### src/rtl/spike_rate_decoder_pkg.sv
// Shared constants, FSM state type and lane helper for the spike-rate decoder.
//   NUM_WORDS  beats per encoder frame (24x24 pixels / 4 lanes)
//   LANES      spikes per beat = pixels per count-BRAM word
//   CNT_W      per-pixel count width; WORD_W = LANES*CNT_W
//   STEP_W     step counter width, ADDR_W count-BRAM address width
package spike_rate_decoder_pkg;

  localparam int unsigned NUM_WORDS     = 144;
  localparam int unsigned LANES         = 4;
  localparam int unsigned CNT_W         = 8;
  localparam int unsigned WORD_W        = LANES * CNT_W;
  localparam int unsigned STEP_W        = 8;
  localparam int unsigned ADDR_W        = 8;
  localparam int unsigned DEF_NUM_STEPS = 16;

  typedef enum logic [2:0] {
    ST_IDLE     = 3'd0,
    ST_WAIT_FRM = 3'd1,
    ST_ACC      = 3'd2,
    ST_DRAIN    = 3'd3,
    ST_DONE     = 3'd4
  } state_t;

  // Add one spike to a count, holding at full scale instead of wrapping.
  function automatic logic [CNT_W-1:0] sat_inc(input logic [CNT_W-1:0] c,
                                               input logic             s);
    return (s && (c != '1)) ? c + CNT_W'(1) : c;
  endfunction

endpackage

### src/rtl/spike_rate_decoder_if.sv
// Count-BRAM bus between the decoder and a simple dual-port BRAM.
//   rd_addr/rd_ce   read port request; rd_q valid one cycle after rd_ce
//   wr_addr/wr_d    write port address and data
//   wr_ce/wr_we     write enable and strobe (always equal)
// master = decoder side, slave = BRAM side.
interface spike_rate_decoder_if;
  import spike_rate_decoder_pkg::*;

  logic [ADDR_W-1:0] rd_addr;
  logic              rd_ce;
  logic [WORD_W-1:0] rd_q;
  logic [ADDR_W-1:0] wr_addr;
  logic [WORD_W-1:0] wr_d;
  logic              wr_ce;
  logic              wr_we;

  modport master (
    output rd_addr, rd_ce, wr_addr, wr_d, wr_ce, wr_we,
    input  rd_q
  );

  modport slave (
    input  rd_addr, rd_ce, wr_addr, wr_d, wr_ce, wr_we,
    output rd_q
  );

endinterface

### src/rtl/spike_rate_decoder_sat_lane_add.sv
// LANES-wide saturating adder: each CNT_W lane of i_q plus its spike bit.
//   i_q      old count word read from the count BRAM
//   i_spike  one spike bit per lane
//   o_sum    updated count word, each lane clamped at 2^CNT_W-1
module sat_lane_add
  import spike_rate_decoder_pkg::*;
(
  input  logic [WORD_W-1:0] i_q,
  input  logic [LANES-1:0]  i_spike,
  output logic [WORD_W-1:0] o_sum
);

  always_comb begin
    o_sum = '0;
    for (int unsigned n = 0; n < LANES; n++) begin
      o_sum[n*CNT_W +: CNT_W] = sat_inc(i_q[n*CNT_W +: CNT_W], i_spike[n]);
    end
  end

endmodule

### src/rtl/spike_rate_decoder.sv
// Spike-rate decoder: accumulates per-pixel spike counts over NUM_STEPS
// encoder frames into an external count BRAM (read-modify-write pipeline).
//   clk, rst   clock, synchronous active-high reset
//   i_start    start a run (honoured only when idle; clears o_err/o_step)
//   i_w_run    frame-start pulse; first beat may follow on the next cycle
//   i_valid    spike beat valid, i_spike LANES spike bits of that beat
//   bram       count-BRAM read/write ports (master side)
//   o_busy     run in progress, o_step frames completed in this run
//   o_done     one-cycle pulse after the last count word is written
//   o_err      sticky framing error (frame restarted mid-frame)
module spike_rate_decoder
  import spike_rate_decoder_pkg::*;
#(
  parameter int unsigned NUM_STEPS = DEF_NUM_STEPS
) (
  input  logic                 clk,
  input  logic                 rst,
  input  logic                 i_start,
  input  logic                 i_w_run,
  input  logic                 i_valid,
  input  logic [LANES-1:0]     i_spike,
  spike_rate_decoder_if.master bram,
  output logic                 o_busy,
  output logic [STEP_W-1:0]    o_step,
  output logic                 o_done,
  output logic                 o_err
);

  localparam logic [ADDR_W-1:0] LAST_BEAT = ADDR_W'(NUM_WORDS - 1);
  localparam logic [STEP_W-1:0] LAST_STEP = STEP_W'(NUM_STEPS - 1);

  state_t r_state;
  state_t w_state_nxt;

  logic [ADDR_W-1:0] r_beat;
  logic [STEP_W-1:0] r_step;
  logic              r_err;
  logic              r_drain;

  logic w_acc;
  logic w_restart;
  logic w_last;
  logic w_rd_ce;

  // Pipeline: stage 1 waits for read data, stage 2 drives the write port.
  logic              r_s1_vld;
  logic              r_s1_rd;
  logic [ADDR_W-1:0] r_s1_addr;
  logic [LANES-1:0]  r_s1_spike;
  logic              r_s2_vld;
  logic [ADDR_W-1:0] r_s2_addr;
  logic [WORD_W-1:0] r_s2_data;

  logic [WORD_W-1:0] w_old;
  logic [WORD_W-1:0] w_sum;

  always_ff @(posedge clk) begin
    if (rst) begin
      r_state <= ST_IDLE;
    end else begin
      r_state <= w_state_nxt;
    end
  end

  always_comb begin
    w_state_nxt = r_state;
    w_acc       = 1'b0;
    w_restart   = 1'b0;
    w_last      = 1'b0;
    o_busy      = (r_state != ST_IDLE);
    o_done      = (r_state == ST_DONE);
    case (r_state)
      ST_IDLE: begin
        if (i_start) w_state_nxt = ST_WAIT_FRM;
      end
      ST_WAIT_FRM: begin
        if (i_w_run) w_state_nxt = ST_ACC;
      end
      ST_ACC: begin
        // A frame-start pulse wins over a beat in the same cycle: the
        // restarted frame's first beat follows on the next cycle.
        if (i_w_run) begin
          w_restart = 1'b1;
        end else if (i_valid) begin
          w_acc = 1'b1;
          if (r_beat == LAST_BEAT) begin
            w_last      = 1'b1;
            w_state_nxt = (r_step < LAST_STEP) ? ST_WAIT_FRM : ST_DRAIN;
          end
        end
      end
      ST_DRAIN: begin
        if (r_drain) w_state_nxt = ST_DONE;
      end
      ST_DONE: begin
        w_state_nxt = ST_IDLE;
      end
      default: begin
        w_state_nxt = ST_IDLE;
      end
    endcase
  end

  always_ff @(posedge clk) begin
    if (rst) begin
      r_beat  <= '0;
      r_step  <= '0;
      r_err   <= 1'b0;
      r_drain <= 1'b0;
    end else begin
      r_drain <= (r_state == ST_DRAIN) && !r_drain;
      if ((r_state == ST_IDLE) && i_start) begin
        r_beat <= '0;
        r_step <= '0;
        r_err  <= 1'b0;
      end
      if (w_restart) begin
        if (r_beat != '0) r_err <= 1'b1;
        r_beat <= '0;
      end else if (w_acc) begin
        if (w_last) begin
          r_beat <= '0;
          r_step <= r_step + STEP_W'(1);
        end else begin
          r_beat <= r_beat + ADDR_W'(1);
        end
      end
    end
  end

  // First frame of a run overwrites stale BRAM contents: no read, old = 0.
  assign w_rd_ce = w_acc && (r_step != '0);
  assign w_old   = r_s1_rd ? bram.rd_q : '0;

  sat_lane_add u_sat (
    .i_q     (w_old),
    .i_spike (r_s1_spike),
    .o_sum   (w_sum)
  );

  always_ff @(posedge clk) begin
    if (rst) begin
      r_s1_vld   <= 1'b0;
      r_s1_rd    <= 1'b0;
      r_s1_addr  <= '0;
      r_s1_spike <= '0;
      r_s2_vld   <= 1'b0;
      r_s2_addr  <= '0;
      r_s2_data  <= '0;
    end else begin
      r_s1_vld <= w_acc;
      r_s1_rd  <= w_rd_ce;
      if (w_acc) begin
        r_s1_addr  <= r_beat;
        r_s1_spike <= i_spike;
      end
      r_s2_vld <= r_s1_vld;
      if (r_s1_vld) begin
        r_s2_addr <= r_s1_addr;
        r_s2_data <= w_sum;
      end
    end
  end

  assign bram.rd_addr = r_beat;
  assign bram.rd_ce   = w_rd_ce;
  assign bram.wr_addr = r_s2_addr;
  assign bram.wr_d    = r_s2_data;
  assign bram.wr_ce   = r_s2_vld;
  assign bram.wr_we   = r_s2_vld;

  assign o_step = r_step;
  assign o_err  = r_err;

endmodule

### src/flat_wrapper.sv
// flat-port wrapper written by rule: the top's interface ports become plain ports
module spike_rate_decoder_flat import spike_rate_decoder_pkg::*;
#(
  parameter int unsigned NUM_STEPS = DEF_NUM_STEPS
)
  (clk, rst, i_start, i_w_run, i_valid, i_spike, o_busy, o_step, o_done, o_err, bram_rd_addr, bram_rd_ce, bram_wr_addr, bram_wr_d, bram_wr_ce, bram_wr_we, bram_rd_q);
  spike_rate_decoder_if bram_i ();
  input  logic clk;
  input  logic rst;
  input  logic i_start;
  input  logic i_w_run;
  input  logic i_valid;
  input  logic [LANES-1:0] i_spike;
  output logic o_busy;
  output logic [STEP_W-1:0] o_step;
  output logic o_done;
  output logic o_err;
  output wire logic [$bits(bram_i.rd_addr)-1:0] bram_rd_addr;
  output wire logic [$bits(bram_i.rd_ce)-1:0] bram_rd_ce;
  output wire logic [$bits(bram_i.wr_addr)-1:0] bram_wr_addr;
  output wire logic [$bits(bram_i.wr_d)-1:0] bram_wr_d;
  output wire logic [$bits(bram_i.wr_ce)-1:0] bram_wr_ce;
  output wire logic [$bits(bram_i.wr_we)-1:0] bram_wr_we;
  input wire logic [$bits(bram_i.rd_q)-1:0] bram_rd_q;
  assign bram_rd_addr = bram_i.rd_addr;
  assign bram_rd_ce = bram_i.rd_ce;
  assign bram_wr_addr = bram_i.wr_addr;
  assign bram_wr_d = bram_i.wr_d;
  assign bram_wr_ce = bram_i.wr_ce;
  assign bram_wr_we = bram_i.wr_we;
  assign bram_i.rd_q = bram_rd_q;
  spike_rate_decoder #(.NUM_STEPS(NUM_STEPS)) u_core (.clk(clk), .rst(rst), .i_start(i_start), .i_w_run(i_w_run), .i_valid(i_valid), .i_spike(i_spike), .bram(bram_i), .o_busy(o_busy), .o_step(o_step), .o_done(o_done), .o_err(o_err));
endmodule
### config.mk
export PLATFORM = sky130hd
export DESIGN_NAME = spike_rate_decoder_flat
export DESIGN_NICKNAME = d
export VERILOG_FILES = /design/src/rtl/spike_rate_decoder_pkg.sv /design/src/rtl/spike_rate_decoder_if.sv /design/src/rtl/spike_rate_decoder_sat_lane_add.sv /design/src/rtl/spike_rate_decoder.sv /design/src/flat_wrapper.sv
export SDC_FILE = /design/constraint.sdc
export NUM_CORES = 1
export LEC_CHECK = 0
export CAP_MARGIN = 40
export CORE_MARGIN = 2
export CORE_UTILIZATION = 50
export CTS_CLUSTER_DIAMETER = 60
export DETAILED_ROUTE_END_ITERATION = 10
export PLACE_DENSITY = 0.87
export SYNTH_ARGS = -nofsm -noshare
export SYNTH_HDL_FRONTEND = slang
export SYNTH_HIERARCHICAL = 1
export SYNTH_SLANG_ARGS = --single-unit
### constraint.sdc
create_clock -name clk -period 2.4 [get_ports clk]
set_input_delay 0.24 -clock clk [delete_from_list [all_inputs] [get_ports clk]]
set_output_delay 0.24 -clock clk [all_outputs]
set_load 0.01 [all_outputs]
# Word level (Yosys, flattened, before mapping)
# Cells that the tools add are included.
[word_totals]
register_bits = 76
output_inout_bits = 62
[classes]
n_lt_le_gt_ge = 1
addsub = 6
reduce_logical = 15
mux = 32
eq_ne = 15
[op_table]
columns = ["operator", "count"]
rows = [
  ["8-bit two-way mux", 11],
  ["8-bit by 1-bit adder with 8-bit output, second input constant", 6],
  ["32-bit two-way mux", 1],
  ["8-bit inequality test, second input constant", 4],
  ["3-bit two-way mux", 6],
  ["8-bit nonzero test", 2],
  ["1-bit two-way mux", 12],
  ["3-bit one-hot mux with 4 select lines", 1],
  ["8-bit equality test, second input constant", 1],
  ["8-bit by 4-bit < comparator with 1-bit output, second input constant", 1],
  ["2-bit inequality test, second input constant", 4],
  ["1-bit logical AND", 7],
  ["3-bit by 2-bit equality test with 1-bit output, second input constant", 2],
  ["6-bit AND reduction", 1],
  ["2-bit by 1-bit inequality test with 1-bit output, second input constant", 2],
  ["3-bit by 1-bit equality test with 1-bit output, second input constant", 1],
  ["3-bit equality test, second input constant", 1],
  ["3-bit logical NOT", 1],
  ["3-bit nonzero test", 1],
  ["2-bit two-way mux", 1],
  ["2-bit nonzero test", 1],
  ["2-bit OR reduction", 1],
  ["1-bit logical NOT", 1],
]

# Logic depth before layout (Yosys ltp)
[logic_depth]
word_depth = 8
ltp_mapped = 8
mapped_depth_nobuf = 7

# Modules after synthesis
# Netlist, hierarchy kept.
[by_module_without_submodules]
columns = ["module", "cells_per_inst", "area_each_um2", "seq_area_each_um2", "n_inst"]
rows = [
  ["spike_rate_decoder", 376, 3369.5, 1521.5, 1],
  ["sat_lane_add", 109, 790.8, 0.0, 1],
]

# Least setup slack after synthesis
# OpenSTA, ideal clock, no wires.
[synth_timing]
path_kind = "register to register"
startpoint = "reg u_core.r_beat[0], in the netlist u_core/bram.rd_addr[0]"
endpoint = "reg u_core.r_step[7], in the netlist u_core/o_step[7]"
setup_slack_ns = 0.317
path_buffers = 1
stages_incl_launch_ff = 7
required_time_ns = 2.277
setup_time_ns = 0.123
arrival_time_ns = 1.960
path_cell_list = "dfxtp_1 -> ha_1 -> nand3_1 -> or3_4 -> buf_6 -> nor4_4 -> mux2_1"
[synth_between]
elab_chain_cells = 8
[synth_lines]
columns = ["item", "line", "text"]
rows = [
  ["start, declared", "spike_rate_decoder.sv:35", "logic [ADDR_W-1:0] r_beat;"],
  ["start signal, assigned", "spike_rate_decoder.sv:125", "r_beat <= r_beat + ADDR_W'(1);"],
  ["8-bit equality test", "spike_rate_decoder.sv:86", "if (r_beat == LAST_BEAT) begin"],
  ["1-bit two-way mux", "spike_rate_decoder.sv:86", ""],
  ["1-bit two-way mux", "spike_rate_decoder.sv:84", "end else if (i_valid) begin"],
  ["1-bit two-way mux", "spike_rate_decoder.sv:82", "if (i_w_run) begin"],
  ["1-bit two-way mux", "spike_rate_decoder.sv:72", "case (r_state)"],
  ["8-bit two-way mux", "spike_rate_decoder.sv:121", "if (w_last) begin"],
  ["8-bit two-way mux", "spike_rate_decoder.sv:120", "end else if (w_acc) begin"],
  ["8-bit two-way mux", "spike_rate_decoder.sv:117", "if (w_restart) begin"],
  ["end signal, assigned", "spike_rate_decoder.sv:123", "r_step <= r_step + STEP_W'(1);"],
  ["end, declared", "spike_rate_decoder.sv:36", "logic [STEP_W-1:0] r_step;"],
]
# No other way between the ends.
# A chain may end at the register's enable or synchronous reset.

# Final worst setup path
# Ends and elaborated chain as after synthesis.

==> flow_summary.yaml <==
grt:
  antenna_found_initial: 0
  grt-ovfl-total: 0
  use_met1: 0.277
  grt.met2_usage: 0.412
  gr-usage-met3: 0.0522
  grt_pass1_vias: 3659
  grt_pass1_wl_um: 16800
  grt_max_degree: 42
  gr-usage-all-layers: 0.231
  busiest_layer: "met2"
timing:
  rsz0062_at_grt: "no"
  worst_slew_pin_slew_ns: 0.702
  drv_slew: 0
  fmax_ghz: 0.454
  period_minus_slack_ns: 2.20
  setup_viol: 0
  finClkSkew_ns: 0.0133
  relSlewSlack: 0.532
  min_period_over_period: 0.917
  hold_viol_final: 0
  fin_tns_setup_ns: 0
min_path:
  min-delay-start: "rst"
  hold_class: "in -> reg"
place:
  port_buffers: 102
  dp.cells: 678
  gp_congestion: 0.914
  place_hpwl_um: 7640
status:
  status: "completed"
cells_and_area:
  synthToLayoutAreaGrowth_pct: 31.5
  antenna_cells: 0
  layout_common_cells: "clkdlybuf4s50_1 (101), dfxtp_1 (74), nor2_1 (58), nand2_1 (51), mux2i_1 (44)"
  final_nets: 633
  fin_cells: 694
  final_common_cell: "clkdlybuf4s50_1"
  finish.utilization: 0.673
  drive_gt1_frac: 0.0968
synthesis:
  yosys.cell_types.count: 62
  syn-cell-area_mm2: 0.00416
  ys_ff_latch: 76
  yosysTopAreaCell: "dfxtp_1"
  yosys.area.top_type_share: 0.366
  postSynthNetCount: 534
  ys_seq_area_frac: 0.366
  synth_edf_count: 0
  synth_area_leaders: "dfxtp_1 (37%), mux2i_1 (11%), and2_1 (5.4%)"
  avgSynthCellArea_um2: 8.58
  synthFlopType: "dfxtp_1"
  syn_inst: 485
  synth-async-reset-ratio: 0
  yosys_warnings: 6
power:
  ir_drop_v: 0.000387
  p_total_mw: 2.43
  power_leakage_nw: 1.94
  powerDensity_mw_per_mm2: 444
drt:
  final_antenna_net_count: 0
  drc: 0
  drt_pass1_iterations: 4
  viasPerCell: 5.60
  via_count: 3885
  first_iter_violations: 124
  avgRoutedWirePerCell_um: 15.1
  wirelength_um: 10500
cts:
  cts_buffer_depth: 2
  cts_tree: "done"
  cts.hold.buffers_added: 0
  clock_sinks: 76
  clk-insertion-delay-late_ns: 0.34
  h-tree-depth: 3
  clkTransAtPathRegs_ns: 0.09
  cts_buffers: 9
  post_cts_buffers: 0
  cts_root_buf: "clkbuf_8"
floorplanning:
  dieWidth_um: 95.2
  dieArea_mm2: 0.00907
  io_pins: 103
  die_h_um: 95.2
  core_mm2: 0.00813
  rows: 33
  start_util: 0.511
critical_path:
  cp_max_fo: 11
  cpPeakStageDelay_ns: 0.53
  r2r-start: "u_core/bram.rd_addr[0]$_SDFFE_PP0P_"
  cp_slowest_cell: "or3_4"
  path_class: "reg -> reg"
  crit_path_start: "u_core/bram.rd_addr[0]$_SDFFE_PP0P_"
  arrival_ns: 2.44
  cp-start-kind: "flip-flop"
  required_ns: 2.63
  worst_setup_path_end_kind: "flip-flop"
  cp_cell_sequence: "ha_1 -> nand3_1 -> or3_4 -> nor4_4 -> mux2_1"
job:
  cap_viol_max_count: 0
==> cell families (layout without fill, tap and decap cells) <==
group | after synthesis | after routing | share of synthesized area
and+or+nand+nor | 224 | 224 | 0.288
DFF | 76 | 76 | 0.366
AOI/OAI and AO/OA | 74 | 74 | 0.117
muxes | 58 | 58 | 0.145
buffers and inverters | 31 | 135 | 0.0310
xor gates and xnor gates | 14 | 14 | 0.0295
adders and majority gates | 8 | 8 | 0.0241
==> critical path, delay by kind of cell, from the launching register on <==
family / cells / cell delay [ns]
flip-flops: 1 / 0.48
AND/OR/NAND/NOR: 3 / 1.00
adder cells (fa/ha/maj): 1 / 0.27
multiplexers: 1 / 0.34
==> power breakdown <==
part	switching, mW	internal, mW
clock network	0.534	0.403
registers	0.0194	1.27
logic	0.0923	0.110
total	0.646	1.78
==> per-layer routing <==
layer | part of all wire | wire length (µm) | up-vias
li1 | - | - | 1919
met1 | 0.43 | 4470 | 1841
met5 | 0 | 0 | -
met2 | 0.50 | 5230 | 110
met4 | 0.012 | 121 | 0
met3 | 0.062 | 653 | 15
==> cell type report <==
class / instances / area (µm²)
Multi-Input combinational cell: 378 / 2510
Timing Repair Buffer: 112 / 1090
Clock inverter: 7 / 65.1
Tap cell: 105 / 131
Fill cell: 674 / 2660
Sequential cell: 76 / 1520
Clock buffer: 9 / 124
Inverter: 7 / 26.3
==> per-stage QoR <==
stage	worst slack (ns)	hold slack, ns	cell area (µm²)
after CTS	0.0989	0.217	5470
after detailed placement	0.158	0.450	5280
after floorplan	0.317	0.376	4160
after global routing	0.0370	0.226	5470
final	0.198	0.233	5470
after global placement	0.198	0.443	5280
==> path summary, 6_finish.rpt <==
kind	end	slack (ns)	cells past startpoint
worst max register to register	u_core/o_step[7]$_SDFF_PP0_	0.20	5
worst min-delay path	u_core/r_state[0]$_SDFFE_PP0P_	0.23	2
worst max-delay path	u_core/o_step[7]$_SDFF_PP0_	0.20	5
worst min register to register	u_core/o_err$_SDFF_PP0_	0.46	2
==> synthesized netlist by cell type (8+ instances only) <==
cell      count
nand2_1      51
and2_1       36
ha_1          8
o21ai_0      10
nand4_1      10
mux2i_1      44
nand3_1      15
nor3_1        9
dfxtp_1      76
a21oi_1      26
mux2_2       11
clkbuf_1     14
xnor2_1      10
nor2_1       58
==> repair_timing <==
item,in CTS,in global routing
hold endpoints to repair,0,0
setup endpoints to repair,0,1
resized for setup,0,1
==> state kept, by name, indices dropped and copies added, names as in the netlist, 3 cells and up <==
| signal | cells |
|---|---|
| u_core/bram.wr_d | 32 |
| u_core/bram.rd_addr | 8 |
| u_core/bram.wr_addr | 8 |
| u_core/o_step | 8 |
| u_core/r_s1_addr | 8 |
| u_core/r_s1_spike | 4 |
| u_core/r_state | 3 |
(Power assumes the default switching activity.)
